`src/rtl/tx_sr.sv`:
```
// tx_sr: CAN transmit serializer, MSB-first with optional bit stuffing, one bit per tx_enable strobe.
module tx_sr #(
  parameter int NUM_BITS = 32,
  parameter int STUFF_EN = 1
) (
  input  logic                clk,
  input  logic                rst,
  input  logic                tx_load,
  input  logic [NUM_BITS-1:0] tx_data,
  input  logic                tx_enable,
  output logic                can_bus_tx,
  output logic                tx_busy,
  output logic                stuff_bit,
  output logic                tx_done
);
  localparam int CW = $clog2(NUM_BITS + 1);
  localparam logic [CW-1:0] LAST = CW'(NUM_BITS - 1);
  localparam logic [CW-1:0] FULL = CW'(NUM_BITS);
  typedef enum logic [1:0] {IDLE, SHIFT, STUFF, DONE} state_t;
  state_t state, state_n;
  logic [NUM_BITS-1:0] shreg, shreg_n, nxt;
  logic [CW-1:0] cnt, cnt_n;
  logic [2:0] run, run_n;
  logic last, last_n, bus_n, stuff_n, b, fin, stf_go;
  assign nxt = shreg << 1;
  assign b = nxt[NUM_BITS-1];
  assign fin = (state == SHIFT) ? cnt == LAST : cnt == FULL;
  // Stuffing is decided only when a data bit ends; a stuff bit never completes a run of five.
  assign stf_go = state == SHIFT && STUFF_EN != 0 && run == 3'd5;
  assign tx_busy = state == SHIFT || state == STUFF;
  assign tx_done = state == DONE;
  always_comb begin
    state_n = state;
    shreg_n = shreg;
    cnt_n = cnt;
    run_n = run;
    last_n = last;
    bus_n = can_bus_tx;
    stuff_n = stuff_bit;
    case (state)
      IDLE: if (tx_load) begin
        shreg_n = tx_data;
        bus_n = tx_data[NUM_BITS-1];
        last_n = tx_data[NUM_BITS-1];
        run_n = 3'd1;
        cnt_n = '0;
        state_n = SHIFT;
      end
      SHIFT, STUFF: if (tx_enable) begin
        stuff_n = 1'b0;
        if (state == SHIFT) cnt_n = cnt + 1'b1;
        if (stf_go) begin
          bus_n = ~last;
          stuff_n = 1'b1;
          last_n = ~last;
          run_n = 3'd1;
          state_n = STUFF;
        end else if (fin) begin
          bus_n = 1'b1;
          state_n = DONE;
        end else begin
          shreg_n = nxt;
          bus_n = b;
          run_n = (b == last) ? run + 3'd1 : 3'd1;
          last_n = b;
          state_n = SHIFT;
        end
      end
      default: begin
        bus_n = 1'b1;
        state_n = IDLE;
      end
    endcase
  end
  always_ff @(posedge clk) begin
    if (rst) begin
      state <= IDLE;
      shreg <= '0;
      cnt <= '0;
      run <= '0;
      last <= 1'b0;
      can_bus_tx <= 1'b1;
      stuff_bit <= 1'b0;
    end else begin
      state <= state_n;
      shreg <= shreg_n;
      cnt <= cnt_n;
      run <= run_n;
      last <= last_n;
      can_bus_tx <= bus_n;
      stuff_bit <= stuff_n;
    end
  end
endmodule
```
`config.mk`:
```
export PLATFORM = sky130hd
export DESIGN_NAME = tx_sr
export DESIGN_NICKNAME = d
export VERILOG_FILES = /design/src/rtl/tx_sr.sv
export SDC_FILE = /design/constraint.sdc
export NUM_CORES = 1
export LEC_CHECK = 0
export ABC_CLOCK_PERIOD_IN_PS = 2610
export BUFFER_PORTS_ARGS = -buffer_cell sky130_fd_sc_hd__buf_2
export CAP_MARGIN = 25
export CORE_MARGIN = 10
export CORE_UTILIZATION = 58
export CTS_BUF_LIST = sky130_fd_sc_hd__clkbuf_4
export DETAILED_ROUTE_END_ITERATION = 6
export PLACE_DENSITY = 0.82
export SETUP_SLACK_MARGIN = 0.1
export SYNTH_ARGS = -nofsm -noshare
export SYNTH_HDL_FRONTEND = slang
export SYNTH_SLANG_ARGS = --single-unit
export TNS_END_PERCENT = 10
```
`constraint.sdc`:
```
create_clock -name clk -period 2.61 [get_ports clk]
set_clock_uncertainty 0.2 [all_clocks]
set_input_delay 0.522 -clock clk [delete_from_list [all_inputs] [get_ports clk]]
set_output_delay 0.522 -clock clk [all_outputs]
set_load 0.01 [all_outputs]
```
# Word level (Yosys, flattened, before mapping)
# Cells that the tools add are included.
[classes] n_eq_ne=13 mux=31 reduce_logical=10 bitwise=1 add_sub_neg=2
[op_table] op="$mux W31" n=4
[op_table] op="$pmux W31 S2" n=1
[op_table] op="$mux W6" n=3
[op_table] op="$mux W3" n=5
[op_table] op="$pmux W6 S2" n=1
[op_table] op="$ne A2 B2 Y1 const B" n=5
[op_table] op="$mux W1" n=9
[op_table] op="$mux W2" n=4
[op_table] op="$reduce_and A4 Y1" n=2
[op_table] op="$add A6 B1 Y6 const B" n=1
[op_table] op="$eq A6 B5 Y1 const B" n=1
[op_table] op="$eq A6 B6 Y1 const B" n=1
[op_table] op="$pmux W3 S2" n=1
[op_table] op="$reduce_and A5 Y1" n=1
[op_table] op="$eq A2 B2 Y1 const B" n=2
[op_table] op="$pmux W1 S2" n=2
[op_table] op="$pmux W2 S2" n=1
[op_table] op="$reduce_and A2 Y1" n=2
[op_table] op="$add A3 B1 Y3 const B" n=1
[op_table] op="$eq A3 B3 Y1 const B" n=1
[op_table] op="$ne A3 B3 Y1 const B" n=1
[op_table] op="$eq A2 B1 Y1 const B" n=1
[op_table] op="$logic_not A2 Y1" n=1
[op_table] op="$reduce_bool A2 Y1" n=1
[op_table] op="other kinds (5)" n=5
[word_totals] output_inout_bits=4 word_cells=64 in_bits=36 reg_bits=45

# Depth between registers and ports, before layout
[logic_depth] ltp_word=6 ltp_mapped=9 mapped_depth_nobuf=7

# Worst setup path after synthesis
# Ideal clock, no wire load.
[synth_timing] kind="register to register" startpoint="register state[0]" endpoint="register shreg[10]" t_required_ps=2329 period_less_slack_ps=2166 t_arrival_ps=1885 path_buffers=2 setup_ps=81 path_stages_with_launch=10 slack_ps=444 path_cell_list="dfxtp_1 -> inv_1 -> ha_1 -> buf_2 -> mux2i_1 -> nand2b_1 -> nor3_2 -> or2_4 -> buf_6 -> a211oi_2"
[synth_between] elab_chain_cells=4 word_cells_on_any_way=13 cone_classes="6 x eq/ne; 2 x mux; 5 x reduce/logical"
[synth_lines] element="start: declaration" line_no="20" text="state_t state, state_n;"
[synth_lines] element="start signal: assignment" line_no="85" text="state <= state_n;"
[synth_lines] element="$eq A2 B1 Y1 / $eq A2 B2 Y1 (equally long branches)" line_no="27, 29, 40"
[synth_lines] element="$reduce_or A2 Y1, or another cell as far along" line_no="40" text="case (state)"
[synth_lines] element="$ne A2 B2 Y1 (no line) / $reduce_bool A2 Y1 (equally long branches)"
[synth_lines] element="$reduce_and A5 Y1 (no line)"
[synth_lines] element="end signal: assignment" line_no="86" text="shreg <= shreg_n;"
[synth_lines] element="end: declaration" line_no="21" text="logic [NUM_BITS-1:0] shreg, shreg_n, nxt;"
# Several ways; a longest one is shown, not always the timed one.
# A chain may end at the register's enable or synchronous reset.

# Worst setup path in the final report
[layout_timing] startpoint="register state[0]" endpoint="output tx_busy"
[layout_between] elab_chain_cells=2 word_cells_on_any_way=3 cone_classes="2 x eq/ne; 1 x reduce/logical"
[layout_lines] element="$eq A2 B1 Y1 / $eq A2 B2 Y1 (equally long branches)" line_no="30" text="assign tx_busy = state == SHIFT || state == STUFF;"
[layout_lines] element="$logic_or A1 B1 Y1 *" line_no="30"
[layout_lines] element="end: declaration" line_no="12" text="output logic tx_busy,"
# Every way passes the cells marked *; elsewhere a longest branch is shown, timed or not.

==> results by stage <==
Run status:
- The run finished with clean final reports.

Placement:
- The routability congestion estimate from global placement is roughly 0.84.
- The count of buffers added on input and output ports is 39.
- The HPWL after detailed placement is 3693 um.

Pwr:
- The power density over the cells is approximately 660 nW/um^2.
- The static leakage is 1.036 nW.
- The maximum VDD drop is around 0.00042 V.

Setup path:
- The startpoint identified for the worst register-to-register timing path is state[0].
- The register-to-register path setup slack is between 200 and 300 ps.
- The worst setup path is captured at a primary output.
- Counting buffers and inverters, the worst setup path is 4 cells deep.
- The worst register-to-register path ends at shreg[0].
- The critical path required time is approximately 1900 ps.
- Together, buffers and inverters on the worst path number 3.
- The critical path starts at state[0].
- Walking the worst path, the cells encountered are inv_1, ha_2, buf_4, buf_2.
- The cell depth of the worst flop-to-flop path is 8.
- Following the worst setup path forward leads to its endpoint at tx_busy.
- The maximum fanout along the worst path is 18.
- The cell family contributing the most delay on the critical path is buffers and inverters.
- Among all stages on the critical path, the largest delay is contributed by sky130_fd_sc_hd__dfxtp_1.
- The startpoint type of the worst setup path is a register.
- In this design, the stage delay of the slowest critical-path cell is 400 ps.
- The worst setup path is of the register to primary output kind.
- STA puts the critical path data arrival time at 1650 ps.

Floorplan:
- The die is 84.59 um wide.
- The height of the die is 84.59 um.
- The die footprint is 7155 sq um.
- The core area is between 4000 and 5000 sq um.
- The number of placed I/O pins is 40.
- The initial utilization of the core area, before any placement, comes to 60.06%.
- The total number of placement rows is 23.

STA:
- Setup repair after global routing could not meet its margin everywhere.
- The number of hold violations in the final report is 0.
- The top achievable clock speed is 421.9 MHz.
- Setup total negative slack on the finished layout was measured at 0 ps.
- Setup violations remaining at the end of the flow were counted as 0.
- The part of the cycle the worst path needs is 90.81%.
- Headroom to the max-slew limit came out at 67.06%.
- The final critical delay including setup and external delays is 2370 ps.
- The number of slew-limit violations in the final report is 0.
- For the pin with the worst max-slew slack, the measured transition is 489.6 ps.

Global route:
- Across every metal layer, demand over resource in global routing totals between 10% and 20%.
- The remaining global-route overflow is 0.
- Entering global routing, the biggest net connects 32 pins.
- The first global-routing pass estimated 8728 um of wire.
- The number of antenna violations at the first check in global routing was 0.
- The via count of the first global-routing pass is 1932.

Drt:
- Dividing the detail-routed wire length by the instance count gives 15.27 um.
- The initial DRC count is 76.
- The number of iterations in the first detailed-routing pass is 4.
- For this run, design rule violations remaining after detail routing come to 0.
- The post-route antenna net violation count is 0.
- The average vias per placed instance is 5.880.
- The sum of routed wire length over all layers is 5101 um.
- The number of vias after detailed routing is 1964.

Logic synthesis:
- The area share of and/or/nand/nor cells after synthesis is 18.77%.
- The cell area that synthesis handed to floorplanning was 2420 sq um.
- Synthesis produced a netlist whose cell count is roughly 250.
- Yosys printed 0 warnings.
- After synthesis, the most frequently instantiated cells are 45 x sky130_fd_sc_hd__dfxtp_1, 35 x sky130_fd_sc_hd__nor3_1, 32 x sky130_fd_sc_hd__mux2i_1, 30 x sky130_fd_sc_hd__a211oi_2, 14 x sky130_fd_sc_hd__nand2_1.
- The synthesized net count is 290.
- After Yosys synthesis, XOR and XNOR cells account for between 1.5 and 2% of the synthesized area.
- The post-synthesis register bit count is between 40 and 50.
- The proportion of register bits with asynchronous set or reset after synthesis is 0%.
- Of all cell types, the one taking the most synthesized area is sky130_fd_sc_hd__dfxtp_1.
- Synthesis instantiated 40 different standard cells from the library.
- Yosys attributes the largest share of cell area to sky130_fd_sc_hd__dfxtp_1 37%, sky130_fd_sc_hd__a211oi_2 16%, sky130_fd_sc_hd__mux2i_1 13%, sky130_fd_sc_hd__nor3_1 7.2%, sky130_fd_sc_hd__ha_1 3.1%.
- The most common cell in the synthesized netlist is sky130_fd_sc_hd__dfxtp_1.
- Summed over its instances, the top area cell type makes up about 37% of the synthesized netlist area.
- The synthesized design contains 0 enable-type register cells.
- The share of synthesized cell area in full adder, half adder and majority cells is 3.102%.
- Of the synthesized area, sequential elements account for approximately 37%.
- The commonest register cell after synthesis is sky130_fd_sc_hd__dfxtp_1.
- The main combinational cell family by area after synthesis is compound AO/OA/AOI/OAI gates.
- Averaged over all synthesized cells, the footprint is 9.757 sq um.
- The multiplexer share of the synthesized area is approximately 14%.
- The area fraction in compound gates after synthesis is 20.63%.

Clock network:
- After clock tree synthesis, the repair step resized 0 gates.
- Clock-pin slew was measured on the worst setup and hold paths at 130 ps.
- For this design, the CTS-stage hold fixing added 0 buffers.
- Counting every sink on the clock net gives 45.
- The clock buffer count from CTS is 5.
- The clock tree from TritonCTS is built.
- At the later pin of the worst-skew pair, clock insertion delay measures approximately 370 ps.
- The buffer levels on the longest clock path is 2.
- In this run the clock root is driven by a sky130_fd_sc_hd__clkbuf_4.
- CTS built an H-tree with a depth of 2.
- Once the clock tree was built, the setup fixing pass inserted 0 buffers.

Flow run:
- Max-cap violations in this run came to 0.

Finish:
- Relative to the synthesized area, the layout overhead comes to 13.24%.
- The fraction of final layout cells sized beyond drive strength 1 is 32.39%.
- The final layout contains around 330 nets.
- 0 antenna diodes ended up in the layout.
- The share of the core filled with cells in the final layout is approximately two thirds.

Min path:
- The type of the most critical hold path is input pin to register.
==> routing by layer <==
metal  routed length (um)  up-vias  part of all wire, %  track usage (%)
met5                    0        -                    0                0
met4                   64        0                  1.3            4.192
met3                  234        6                  4.6            4.928
met2                 2487       39                   49            23.13
met1                 2314      929                   45            17.09
li1                     -      990                    -                -
==> cells in the final DEF (no fill, tap or decap), drive strengths merged, types with 4 or more instances in the layout <==
cell type,instances
a211oi,31
a21oi,11
buf,47
clkbuf,5
dfxtp,45
ha,6
inv,4
mux2i,32
nand2,14
nand2b,5
nand3,7
nor2,8
nor3,36
==> report_power, final <==
part	switching [mW]	internal [mW]
sequential	0.0534	0.777
clock	0.232	0.198
combinational	0.301	0.239
total	0.586	1.21
==> tightest hold or removal path, delay by kind of cell <==
family,cells,cell delay [ps]
buf+inv,1,100
simple gates,1,50
compound gates,1,50
==> cells by family after synthesis <==
| kind of cell | after synthesis |
|---|---|
| adders and majority gates | 6 |
| and+or+nand+nor | 86 |
| DFF | 45 |
| xor gates and xnor gates | 5 |
| muxes | 33 |
| AOI/OAI and AO/OA | 50 |
| buffers and inverters | 23 |
==> stage by stage <==
stage	cells	cell area, sq um	total power, mW	setup WS [ps]	hold slack [ps]
after global routing	334	2740	1.909	98.16	172.7
after global placement	326	2661	1.372	373.3	243.0
after floorplan	248	2420	1.272	444.1	253.0
final	334	2740	1.801	239.8	202.0
after CTS	334	2740	1.815	214.8	179.4
after detailed placement	326	2661	1.387	278.0	256.5
==> worst min-delay path by stage <==
stage                      endpoint        from  cells after the start
after floorplan            state[1]    state[1]                      2
after global placement    stuff_bit   stuff_bit                      2
after detailed placement  stuff_bit   stuff_bit                      2
after CTS                  shreg[0]  tx_data[0]                      3
after global routing       shreg[0]  tx_data[0]                      3
final                      shreg[0]  tx_data[0]                      3
==> layout make-up <==
type	instances	area, sq um
sequential	45	900.9
multi-input combinational	180	1415
clock inverter	3	41.29
timing repair buffer	47	267.8
clock buffer	5	37.54
inverter	4	15.01
fill	333	1289
tap	50	62.56
==> state kept, by name (all words and copies together), names as in the netlist <==
register,flops
can_bus_tx,1
cnt,6
state,2
last,1
run,3
shreg,31
stuff_bit,1
No activity file was read; power rests on OpenSTA's default activity.
